## src/rtl/arc4_phase_ctrl.sv

```systemverilog
// ARC4 phase sequencer: runs init -> ksa -> prga on one start request
// and arbitrates the single-port S memory between the three cores.
//
// Ports:
//   clk, rst       rising-edge clock, synchronous active-high reset
//   en / rdy       start request / idle indication
//   err            sticky watchdog error, cleared only by rst
//   phase          0 idle/err, 1 init, 2 ksa, 3 prga
//   <x>_en/<x>_rdy start pulse / ready-done handshake per core
//   <x>_addr/_wrdata/_wren  S-mem request from each core
//   s_addr/s_wrdata/s_wren  muxed S-mem port
module arc4_phase_ctrl #(
   parameter int TIMEOUT  = 4096,
   parameter bit RUN_PRGA = 1'b1
) (
   input  logic       clk,
   input  logic       rst,
   input  logic       en,
   output logic       rdy,
   output logic       err,
   output logic [1:0] phase,
   output logic       init_en,
   input  logic       init_rdy,
   output logic       ksa_en,
   input  logic       ksa_rdy,
   output logic       prga_en,
   input  logic       prga_rdy,
   input  logic [7:0] init_addr,
   input  logic [7:0] init_wrdata,
   input  logic       init_wren,
   input  logic [7:0] ksa_addr,
   input  logic [7:0] ksa_wrdata,
   input  logic       ksa_wren,
   input  logic [7:0] prga_addr,
   input  logic [7:0] prga_wrdata,
   input  logic       prga_wren,
   output logic [7:0] s_addr,
   output logic [7:0] s_wrdata,
   output logic       s_wren
);

   localparam int TW = (TIMEOUT > 1) ? $clog2(TIMEOUT) : 1;
   localparam logic [TW-1:0] T_LAST = TW'(TIMEOUT - 1);

   typedef enum logic [3:0] {
      S_IDLE,
      S_ARM_INIT,
      S_PULSE_INIT,
      S_WAIT_INIT,
      S_ARM_KSA,
      S_PULSE_KSA,
      S_WAIT_KSA,
      S_ARM_PRGA,
      S_PULSE_PRGA,
      S_WAIT_PRGA,
      S_ERR
   } state_t;

   state_t          state_q;
   state_t          state_d;
   logic [TW-1:0]   timer_q;
   logic [TW-1:0]   timer_d;
   logic            busy_q;
   logic            busy_d;
   logic            tmo;

   // Per-phase view of the active core, shared by all ARM/WAIT states
   logic            cur_rdy;
   state_t          pulse_s;
   state_t          wait_s;
   state_t          done_s;

   always_ff @(posedge clk) begin
      if (rst) begin
         state_q <= S_IDLE;
         timer_q <= '0;
         busy_q  <= 1'b0;
      end else begin
         state_q <= state_d;
         timer_q <= timer_d;
         busy_q  <= busy_d;
      end
   end

   // Phase decode: owner of S memory, active core, Moore outputs
   always_comb begin
      rdy      = 1'b0;
      err      = 1'b0;
      phase    = 2'd0;
      init_en  = 1'b0;
      ksa_en   = 1'b0;
      prga_en  = 1'b0;
      s_addr   = 8'h00;
      s_wrdata = 8'h00;
      s_wren   = 1'b0;
      cur_rdy  = 1'b0;
      pulse_s  = S_IDLE;
      wait_s   = S_IDLE;
      done_s   = S_IDLE;
      unique case (state_q)
         S_IDLE: rdy = 1'b1;
         S_ARM_INIT, S_PULSE_INIT, S_WAIT_INIT: begin
            phase    = 2'd1;
            init_en  = (state_q == S_PULSE_INIT);
            s_addr   = init_addr;
            s_wrdata = init_wrdata;
            s_wren   = init_wren;
            cur_rdy  = init_rdy;
            pulse_s  = S_PULSE_INIT;
            wait_s   = S_WAIT_INIT;
            done_s   = S_ARM_KSA;
         end
         S_ARM_KSA, S_PULSE_KSA, S_WAIT_KSA: begin
            phase    = 2'd2;
            ksa_en   = (state_q == S_PULSE_KSA);
            s_addr   = ksa_addr;
            s_wrdata = ksa_wrdata;
            s_wren   = ksa_wren;
            cur_rdy  = ksa_rdy;
            pulse_s  = S_PULSE_KSA;
            wait_s   = S_WAIT_KSA;
            done_s   = RUN_PRGA ? S_ARM_PRGA : S_IDLE;
         end
         S_ARM_PRGA, S_PULSE_PRGA, S_WAIT_PRGA: begin
            phase    = 2'd3;
            prga_en  = (state_q == S_PULSE_PRGA);
            s_addr   = prga_addr;
            s_wrdata = prga_wrdata;
            s_wren   = prga_wren;
            cur_rdy  = prga_rdy;
            pulse_s  = S_PULSE_PRGA;
            wait_s   = S_WAIT_PRGA;
            done_s   = S_IDLE;
         end
         S_ERR: err = 1'b1;
         default: ;
      endcase
   end

   // Next state. Timer defaults to zero so every state change
   // (including entry to ARM and WAIT) restarts the watchdog.
   always_comb begin
      state_d = state_q;
      timer_d = '0;
      busy_d  = busy_q;
      tmo     = (TIMEOUT != 0) && (timer_q == T_LAST);
      unique case (state_q)
         S_IDLE: begin
            if (en) state_d = S_ARM_INIT;
         end
         S_ARM_INIT, S_ARM_KSA, S_ARM_PRGA: begin
            if (cur_rdy)  state_d = pulse_s;
            else if (tmo) state_d = S_ERR;
            else          timer_d = timer_q + 1'b1;
         end
         S_PULSE_INIT, S_PULSE_KSA, S_PULSE_PRGA: begin
            state_d = wait_s;
            busy_d  = 1'b0;
         end
         S_WAIT_INIT, S_WAIT_KSA, S_WAIT_PRGA: begin
            // A core still showing rdy right after en has
            // not started yet; only rdy after busy is done.
            if (busy_q && cur_rdy) begin
               state_d = done_s;
            end else if (tmo) begin
               state_d = S_ERR;
            end else begin
               timer_d = timer_q + 1'b1;
               if (!cur_rdy) busy_d = 1'b1;
            end
         end
         S_ERR: state_d = S_ERR;
         default: state_d = S_IDLE;
      endcase
   end

endmodule

```

## config.mk

```make
export PLATFORM = sky130hd
export DESIGN_NAME = arc4_phase_ctrl
export DESIGN_NICKNAME = d
export VERILOG_FILES = /design/src/rtl/arc4_phase_ctrl.sv
export SDC_FILE = /design/constraint.sdc
export NUM_CORES = 1
export LEC_CHECK = 0
export ABC_AREA = 0
export BUFFER_PORTS_ARGS = -buffer_cell sky130_fd_sc_hd__buf_2
export CAP_MARGIN = 20
export CORE_AREA = 2 2 72 57
export DETAILED_ROUTE_END_ITERATION = 10
export DIE_AREA = 0 0 74 59
export HOLD_SLACK_MARGIN = 0.08
export PLACE_DENSITY = 0.71
export SYNTH_ARGS = -nofsm -noshare
export SYNTH_HDL_FRONTEND = slang
export SYNTH_SLANG_ARGS = --single-unit
```

## constraint.sdc

```tcl
create_clock -name clk -period 2.2 [get_ports clk]
set_input_delay 0.11 -clock clk [delete_from_list [all_inputs] [get_ports clk]]
set_output_delay 0.11 -clock clk [all_outputs]
set_load 0.05 [all_outputs]
```

; Yosys cells after proc, flatten, opt, wreduce, memory -nomap -nowiden
; Index checks and enable logic that the tools add are counted.
[op_classes]
n_addsub = 1
n_mul = 0
n_div = 0
n_lt_le_gt_ge = 0
n_eq_ne = 15
shift = 0
muxes = 26
bitwise = 0
n_reduce_logical = 10
[op_table]
columns = operator, n
row1 = 8-bit case mux with 3 select lines, 2
row2 = 12-bit two-way mux, 3
row3 = 12-bit case mux with 2 select lines, 1
row4 = 4-bit case mux with 3 select lines, 2
row5 = 4-bit case mux with 5 select lines, 1
row6 = 3-bit OR reduction, 6
row7 = "4-bit by 3-bit == test with 1-bit output, second input constant", 4
row8 = 4-bit two-way mux, 4
row9 = "12-bit by 1-bit adder with 12-bit output, second input constant", 1
row10 = "12-bit == test, second input constant", 1
row11 = "4-bit == test, second input constant", 3
row12 = "4-bit by 2-bit == test with 1-bit output, second input constant", 2
row13 = 1-bit two-way mux, 8
row14 = "2-bit inequality test, second input constant", 4
row15 = 1-bit case mux with 3 select lines, 2
row16 = 2-bit case mux with 3 select lines, 1
row17 = 3-bit case mux with 2 select lines, 1
row18 = "4-bit by 1-bit == test with 1-bit output, second input constant", 1
row19 = 4-bit logical NOT, 1
row20 = 4-bit AND reduction, 1
row21 = 1-bit case mux with 2 select lines, 1
row22 = 2-bit nonzero test, 1
row23 = 1-bit logical AND, 1
[totals]
reg_bits = 17
latch_bits = 0
ramBits = 0
rom_bits = 0
memories = 0

; Depth between registers and ports, before layout
; Gate-level depths: netlist (run 1).
[logic_depth]
ltp_word = 7
depth_mapped = 7

; Worst setup path after synthesis (run 1)
; OpenSTA, ideal clock, no wires.
[synth_path]
path_kind = reg-to-reg
start = reg state_q[2]
end = reg state_q[2]
arrival_ns = 2.268
slack_ns = -0.200
path_stages_with_launch = 6
period_less_slack_ns = 2.400
cell_sequence = dfxtp_1 > or2_2 > nor3_1 > a211o_1 > a2111o_1 > o32ai_2
[synth_via]
elab_chain_len = 6
elab_cells_between_ends = 27
cone_classes = eq/ne: 11 / mux: 8 / reduce/logical: 8
[synth_lines]
columns = element, line
row1 = "start, declared", 59  ; state_t state_q;
row2 = "start signal, assigned", 79  ; state_q <= state_d;
row3 = 4-bit == test (tied with other cells), "100, 147"
row4 = 3-bit OR reduction, 100  ; unique case (state_q)
row5 = 1-bit case mux with 3 select lines, 100
row6 = 1-bit logical AND, 163  ; if (busy_q && cur_rdy) begin
row7 = 4-bit two-way mux, 163
row8 = 4-bit case mux with 5 select lines, 147  ; unique case (state_q)
; Parallel ways exist; a longest one is shown, timed or not.
; A chain may end at the register's enable or synchronous reset.

; Worst setup path after layout (run 1)
[layout_path]
start = reg state_q[2]
end = out s_addr[4]
[layout_via]
elab_chain_len = 3
elab_cells_between_ends = 13
cone_classes = eq/ne: 9 / mux: 1 / reduce/logical: 3
[layout_lines]
columns = element, line
row1 = 4-bit == test (tied with other cells), 100
row2 = 3-bit OR reduction, 100
row3 = 8-bit case mux with 3 select lines *, 100
row4 = "end, declared", 37  ; output logic [7:0] s_addr,
; Mark *: on every way between the ends. The rest lies on a longest branch, timed or not.

==> results of run 1 <==
## cells in the final DEF (no fill, tap or decap), types with 3 or more instances in the layout
cell      count
nand3_1       9
xnor2_1       3
nor2b_1       4
clkbuf_8      3
nand4_1       3
nand2_1       9
inv_1        22
nor2_1       24
nor3_1        4
o21ai_0       5
buf_4        14
nand2b_1      4
a21oi_1       5
buf_2        80
xor2_1        7
and4_1        3
a222oi_1     17
dfxtp_1      15
## worst paths after layout
path | start | endpoint | slack [ns] | cells past startpoint
setup reg to reg | state_q[2] | state_q[2] | 0.22 | 6
setup / recovery | state_q[2] | s_addr[4] | 0.16 | 7
hold / removal | rst | state_q[2] | 0.14 | 2
hold reg to reg | timer_q[0] | timer_q[0] | 0.46 | 1
## area by class of cell
type | count | area share [%]
Clock buffer | 3 | 2.09
Clock inverter | 1 | 0.254
Inverter | 22 | 4.19
Multi-Input combinational cell | 133 | 47.1
Sequential cell | 17 | 17.5
Tap cell | 52 | 3.30
Timing Repair Buffer | 94 | 25.6
## sequential cells by signal (all words and copies together) (netlist names)
| name | flops |
|---|---|
| busy_q | 1 |
| timer_q | 12 |
| state_q | 4 |
## per-layer routing
metal	routed length [µm]	vias up	global-route usage, %	share of wire, %
li1	-	861	-	-
met1	1940	783	29.3	45
met2	2040	73	29.5	47
met3	334	4	4.59	7.7
met4	18	0	2.86	0.42
met5	0	-	0	0
## stage by stage
stage / power (µW) / hold WS, ns / utilization (%) / setup WS (ns)
3_5_place_dp: 778 / 0.403 / 53.5 / 0.206
4_1_cts: 1010 / 0.135 / 54.8 / 0.0163
3_3_place_gp: 777 / 0.399 / 53.5 / 0.205
2_1_floorplan: 641 / 0.227 / - / 0.285
5_1_grt: 1060 / 0.144 / 55.0 / 0.000234
6_report: 1010 / 0.136 / 55.0 / 0.159
## critical path, stage by stage, from the launching register on
cell and delay, ns:
dfxtp_1 0.52, buf_4 0.22, nand2_1 0.07, o22ai_1 0.16
buf_4 0.24, a222oi_1 0.13, inv_1 0.07, buf_2 0.26
## kinds of logic (layout without fill, tap and decap cells)
family | count (synthesis) | after routing | share of synthesized area [%]
mux | 2 | 2 | 1.89
buf+inv | 32 | 120 | 9.61
compound gates | 47 | 47 | 30.4
simple gates | 73 | 73 | 26.5
flops | 17 | 17 | 24.4
fa+ha+maj | 1 | 1 | 0.898
xor+xnor | 10 | 10 | 6.29
## cell usage after synthesis (2+ instances only)
library cell  number
nand4_1            3
nand3_1            9
dfxtp_1           17
a222oi_1          17
buf_2              5
and4_1             3
o21ai_0            5
nand2_2            2
xor2_1             7
a31oi_1            2
nand2_1            9
and2_1             2
a32oi_1            2
or2_2              2
xnor2_1            3
a21oi_1            5
nor2b_1            4
buf_4              2
o22ai_1            2
nand2b_1           4
inv_1             22
nor3_1             6
clkbuf_1           3
nand3b_1           2
nor2_1            24
## power breakdown
group          switching (µW)  total [µW]  internal (µW)  leakage (µW)
combinational             292         440            149      0.000819
sequential               17.2         334            317      0.000139
clock                     109         234            126     0.0000255
total                     418        1010            591      0.000983
## repair_timing
item                       CTS  global route
setup endpoints to repair    0            17
resized for setup            0             3
buffers inserted             0             0
==> impl_results.md, run 1 <==
* DRC violations left at 0
* Overflow after GRT at 0
* Gr usage total at 19.6%
* CTS max path bufs at 2
* Hold Path Class: input pin to register
* RSZ-0062 raised after global routing: no
* Synthesized cell area at ~0.0014 mm²
* H-tree Lvls at 1
* Max-Cap Viols at 0
* Rows at 19
* Initial core utilization at between 30 and 40%
* DPL Wire Length at around 3400 µm
* Slew HR at 67.4%
* Multi-input logic area at 928 µm²
* First-pass GRT wire length at 6890 µm
* Routed Wire Length at roughly 4300 µm
* Vias/cell at 5.34
* Placed Area at 0.00192 mm²
* Share of layout cells above drive strength 1 at a little over two fifths
* Clock transition at path regs at 0.06 ns
* Yosys warns at 0
* Synth Register Bits at 17
* Yosys top cell by area: dfxtp_1
* Post-Synthesis Cells at 182
* Post-CTS Hold Buffers at 0
* Netlist cell types at 45
* Post-Syn Area per Cell at 7.65 µm²
* Post-synth EDFFs at 0
* Post-route ant nets at 0
* TritonCTS Sinks at 17
* Outcome: finished, final reports clean
* Die area at roughly 0.0044 mm²
* Synth top area cells: dfxtp_1 24%, a222oi_1 12%, nor2_1 6.5%
* Ys async rst share at 0%
* Drt wl/cell at 13.4 µm
* Setup violators final at 0
* Final hold vios at 0
* Initial antenna violation count at 0
* Worst-margin pin slew at 0.488 ns
* Crit Path Max Fanout at 18
* Register area at between 300 and 400 µm²
* VDD IR max at 0.000283 V
* Root Buffer: clkbuf_8
* Vert. Die Dim at 59 µm
* Final min period at 2.04 ns
* Setup_tns at 0 ns
* PD cells at 511 mW/mm²
* I/O Buffers at 80
* Fin nets at between 300 and 400
* # placed instances at about 320
* CTS Buf Count at 3
* Fill cell count at 341
* Critical path arrival at 1.93 ns
* WS Path Type: register to output port
* Pins Over Slew Limit at 0
* Post-synth top flop: dfxtp_1
* Pre-Repair DR Iteration Count at 5
* Largest net degree at the start of global routing at 20
* CP Capture Type: output port
* CP Launch Type: register
* Initial drt markers at 196
* Static leakage at 0.000983 µW
* Io pins at 81
* Clock skew at 0.00322 ns
* Die Wd at between 70 and 80 µm
* Final Instance Area at 0.00197 mm²
* DR vias at 1721
* Seq/Total Area, Yosys at roughly 24%
* Antenna fix cells at 0
* Max Freq at 490 MHz
* Syn nets at 240
* Core area at about 0.0036 mm²
* Vias in the first global route at 1511
* Area grow syn2layout at 41.7%
* Tcrit/Tclk final at 92.8%
* Cell Count, Final, Fillers Out at 322
* Final GP Congestion at 1.00
* Post-synth top area share at 24.4%
* CTS tree: built
* Crit path required time at 2.09 ns
* Later-pin clock latency in the skew report at 0.25 ns
Power figures use the tool's default switching activity.
==> run 2: changes to the inputs <==
RECOVER_POWER = 25   (was unset)
clock period = 1.9 ns   (was 2.2 ns; I/O delays follow)
==> run 2 against run 1 <==
Compared with the run above: critical path depth increased by 1; highest routed layer unchanged; critical path type is now register to register; setup slack got worse by 0.14 ns; via count increased by 9.5%; flip-flop and latch count unchanged; cell area increased by 16%; sequential power increased by 15%.
==> impl_results.md, run 2 (synthesized netlist as in run 1, its figures left out) <==
* Outcome: finished, final reports clean
* Die area at 0.00437 mm²
* Vias/cell at 5.49
* Io pins at ~80
* Worst hold start: rst
* Area grow syn2layout at 63.8%
* Pre-Repair DR Iteration Count at 6
* Largest net degree at the start of global routing at 20
* H-tree Lvls at 1
* RSZ-0062 raised after global routing: yes
* Initial antenna violation count at 0
* Post-route ant nets at 0
* Share of layout cells above drive strength 1 at 49.8%
* Core area at 0.00359 mm²
* Final GP Congestion at 0.919
* PnR worst setup slack at ~0.019 ns
* Pins Over Slew Limit at 0
* Worst setup path start: state_q[1]
* CTS max path bufs at 2
* Fill cell count at 302
* Slew HR at 59.3%
* Dpl ws at -0.0848 ns
* Final hold vios at 0
* Max Freq at 532 MHz
* Static leakage at 0.00112 µW
* Die Wd at 74 µm
* Gr usage total at 20.7%
* Routed Wire Length at 5020 µm
* Tcrit/Tclk final at 99.0%
* DR vias at between 1500 and 2000
* Final Util at between 60% and 70%
* Worst flop-to-flop path startpoint: state_q[1]
* VDD IR max at 0.000332 V
* Fin nets at 350
* Max-Cap Viols at 0
* Max reg flops at 12
* Most flop-heavy register: timer_q
* Vert. Die Dim at 59 µm
* Final Instance Area at 0.00228 mm²
* DPL Wire Length at about 3600 µm
* Drt wl/cell at between 10 and 15 µm
* Rows at 19
* CTS Buf Count at 3
* Vias in the first global route at 1610
* Clock skew at about 0.0088 ns
* Total power at 1260 µW
* CTS tree: built
* Most common cell after layout, fill and taps aside: buf_2
* Antenna fix cells at 0
* FF-to-FF setup slack at 0.02 ns
* Setup violators final at 0
* Placed Area at 0.00203 mm²
* Hold Path Class: input pin to register
* Post-CTS Hold Buffers at 0
* Cell Count, Final, Fillers Out at roughly 340
* Crit Path Max Fanout at 6
* Overflow after GRT at 0
* Initial drt markers at 312
* I/O Buffers at 80
* Largest registers: timer_q: 12 flops, state_q: 4 flops, busy_q: 1 flops
* PD cells at 553 mW/mm²
* TritonCTS Sinks at 17
* CP Launch Type: register
* Clock transition at path regs at 0.06 ns
* WS Path Type: register to register
* Worst-margin pin slew at around 0.61 ns
* Root Buffer: clkbuf_8
* # placed instances at 332
* Later-pin clock latency in the skew report at 0.25 ns
* DRC violations left at 0
* Commonest non-fill, non-tap cells in the layout: 71 x buf_2, 30 x buf_4, 23 x nor2_1, 22 x inv_1, 17 x a222oi_1
* Crit path required time at between 2 and 2.5 ns
* CP Capture Type: register
* Final min period at 1.88 ns
* Critical path arrival at 2.00 ns
* First-pass GRT wire length at 7250 µm
* Initial core utilization at 38.8%
-- run 2: layer usage --
layer	vias up	wire (µm)	global-route usage, %	share of wire [%]
met5	-	0	0	0
met4	0	81	4.94	1.6
met3	16	448	4.42	8.9
met2	111	2370	30.9	47
met1	857	2120	30.6	42
li1	900	-	-	-
-- run 2: path summary, 6_finish.rpt --
path / end / depth (start not counted)
worst max-delay path: state_q[1] / 8
worst min-delay path: state_q[2] / 2
worst max register to register: state_q[1] / 8
worst min register to register: timer_q[8] / 2
-- run 2: stage by stage --
stage | hold WS (ns) | TNS, ns
2_1_floorplan | 0.212 | 0
3_3_place_gp | 0.396 | 0
3_5_place_dp | 0.397 | -0.272
4_1_cts | 0.134 | 0
5_1_grt | 0.136 | -0.117
6_report | 0.138 | 0
-- run 2: power breakdown --
group          internal (µW)  switching [µW]
combinational            236             376
sequential               364            19.3
clock                    149             117
-- run 2: timing repair --
item	CTS	global route
pin swaps	0	10
endpoints found under the setup margin	29	30
hold endpoints to repair	0	0
cloned	0	0
buffers inserted	0	7
gates resized for setup	8	39
-- run 2: worst max-delay path: stages (launching register included) --
cell and delay (ns):
dfxtp_4 0.38, buf_6 0.14, nor4bb_4 0.32, a31oi_4 0.06, o311ai_4 0.12, buf_2 0.25, o21ai_0 0.10, a32oi_1 0.26
a31oi_1 0.12
-- run 2: area by class of cell --
| type | count | area [µm²] | share of cell area [%] |
|---|---|---|---|
| Clock buffer | 4 | 45.0 | 1.97 |
| Sequential cell | 17 | 355 | 15.6 |
| Multi-Input combinational cell | 133 | 1030 | 45.2 |
| Tap cell | 52 | 65.1 | 2.85 |
| Timing Repair Buffer | 115 | 702 | 30.8 |
| Inverter | 22 | 82.6 | 3.62 |
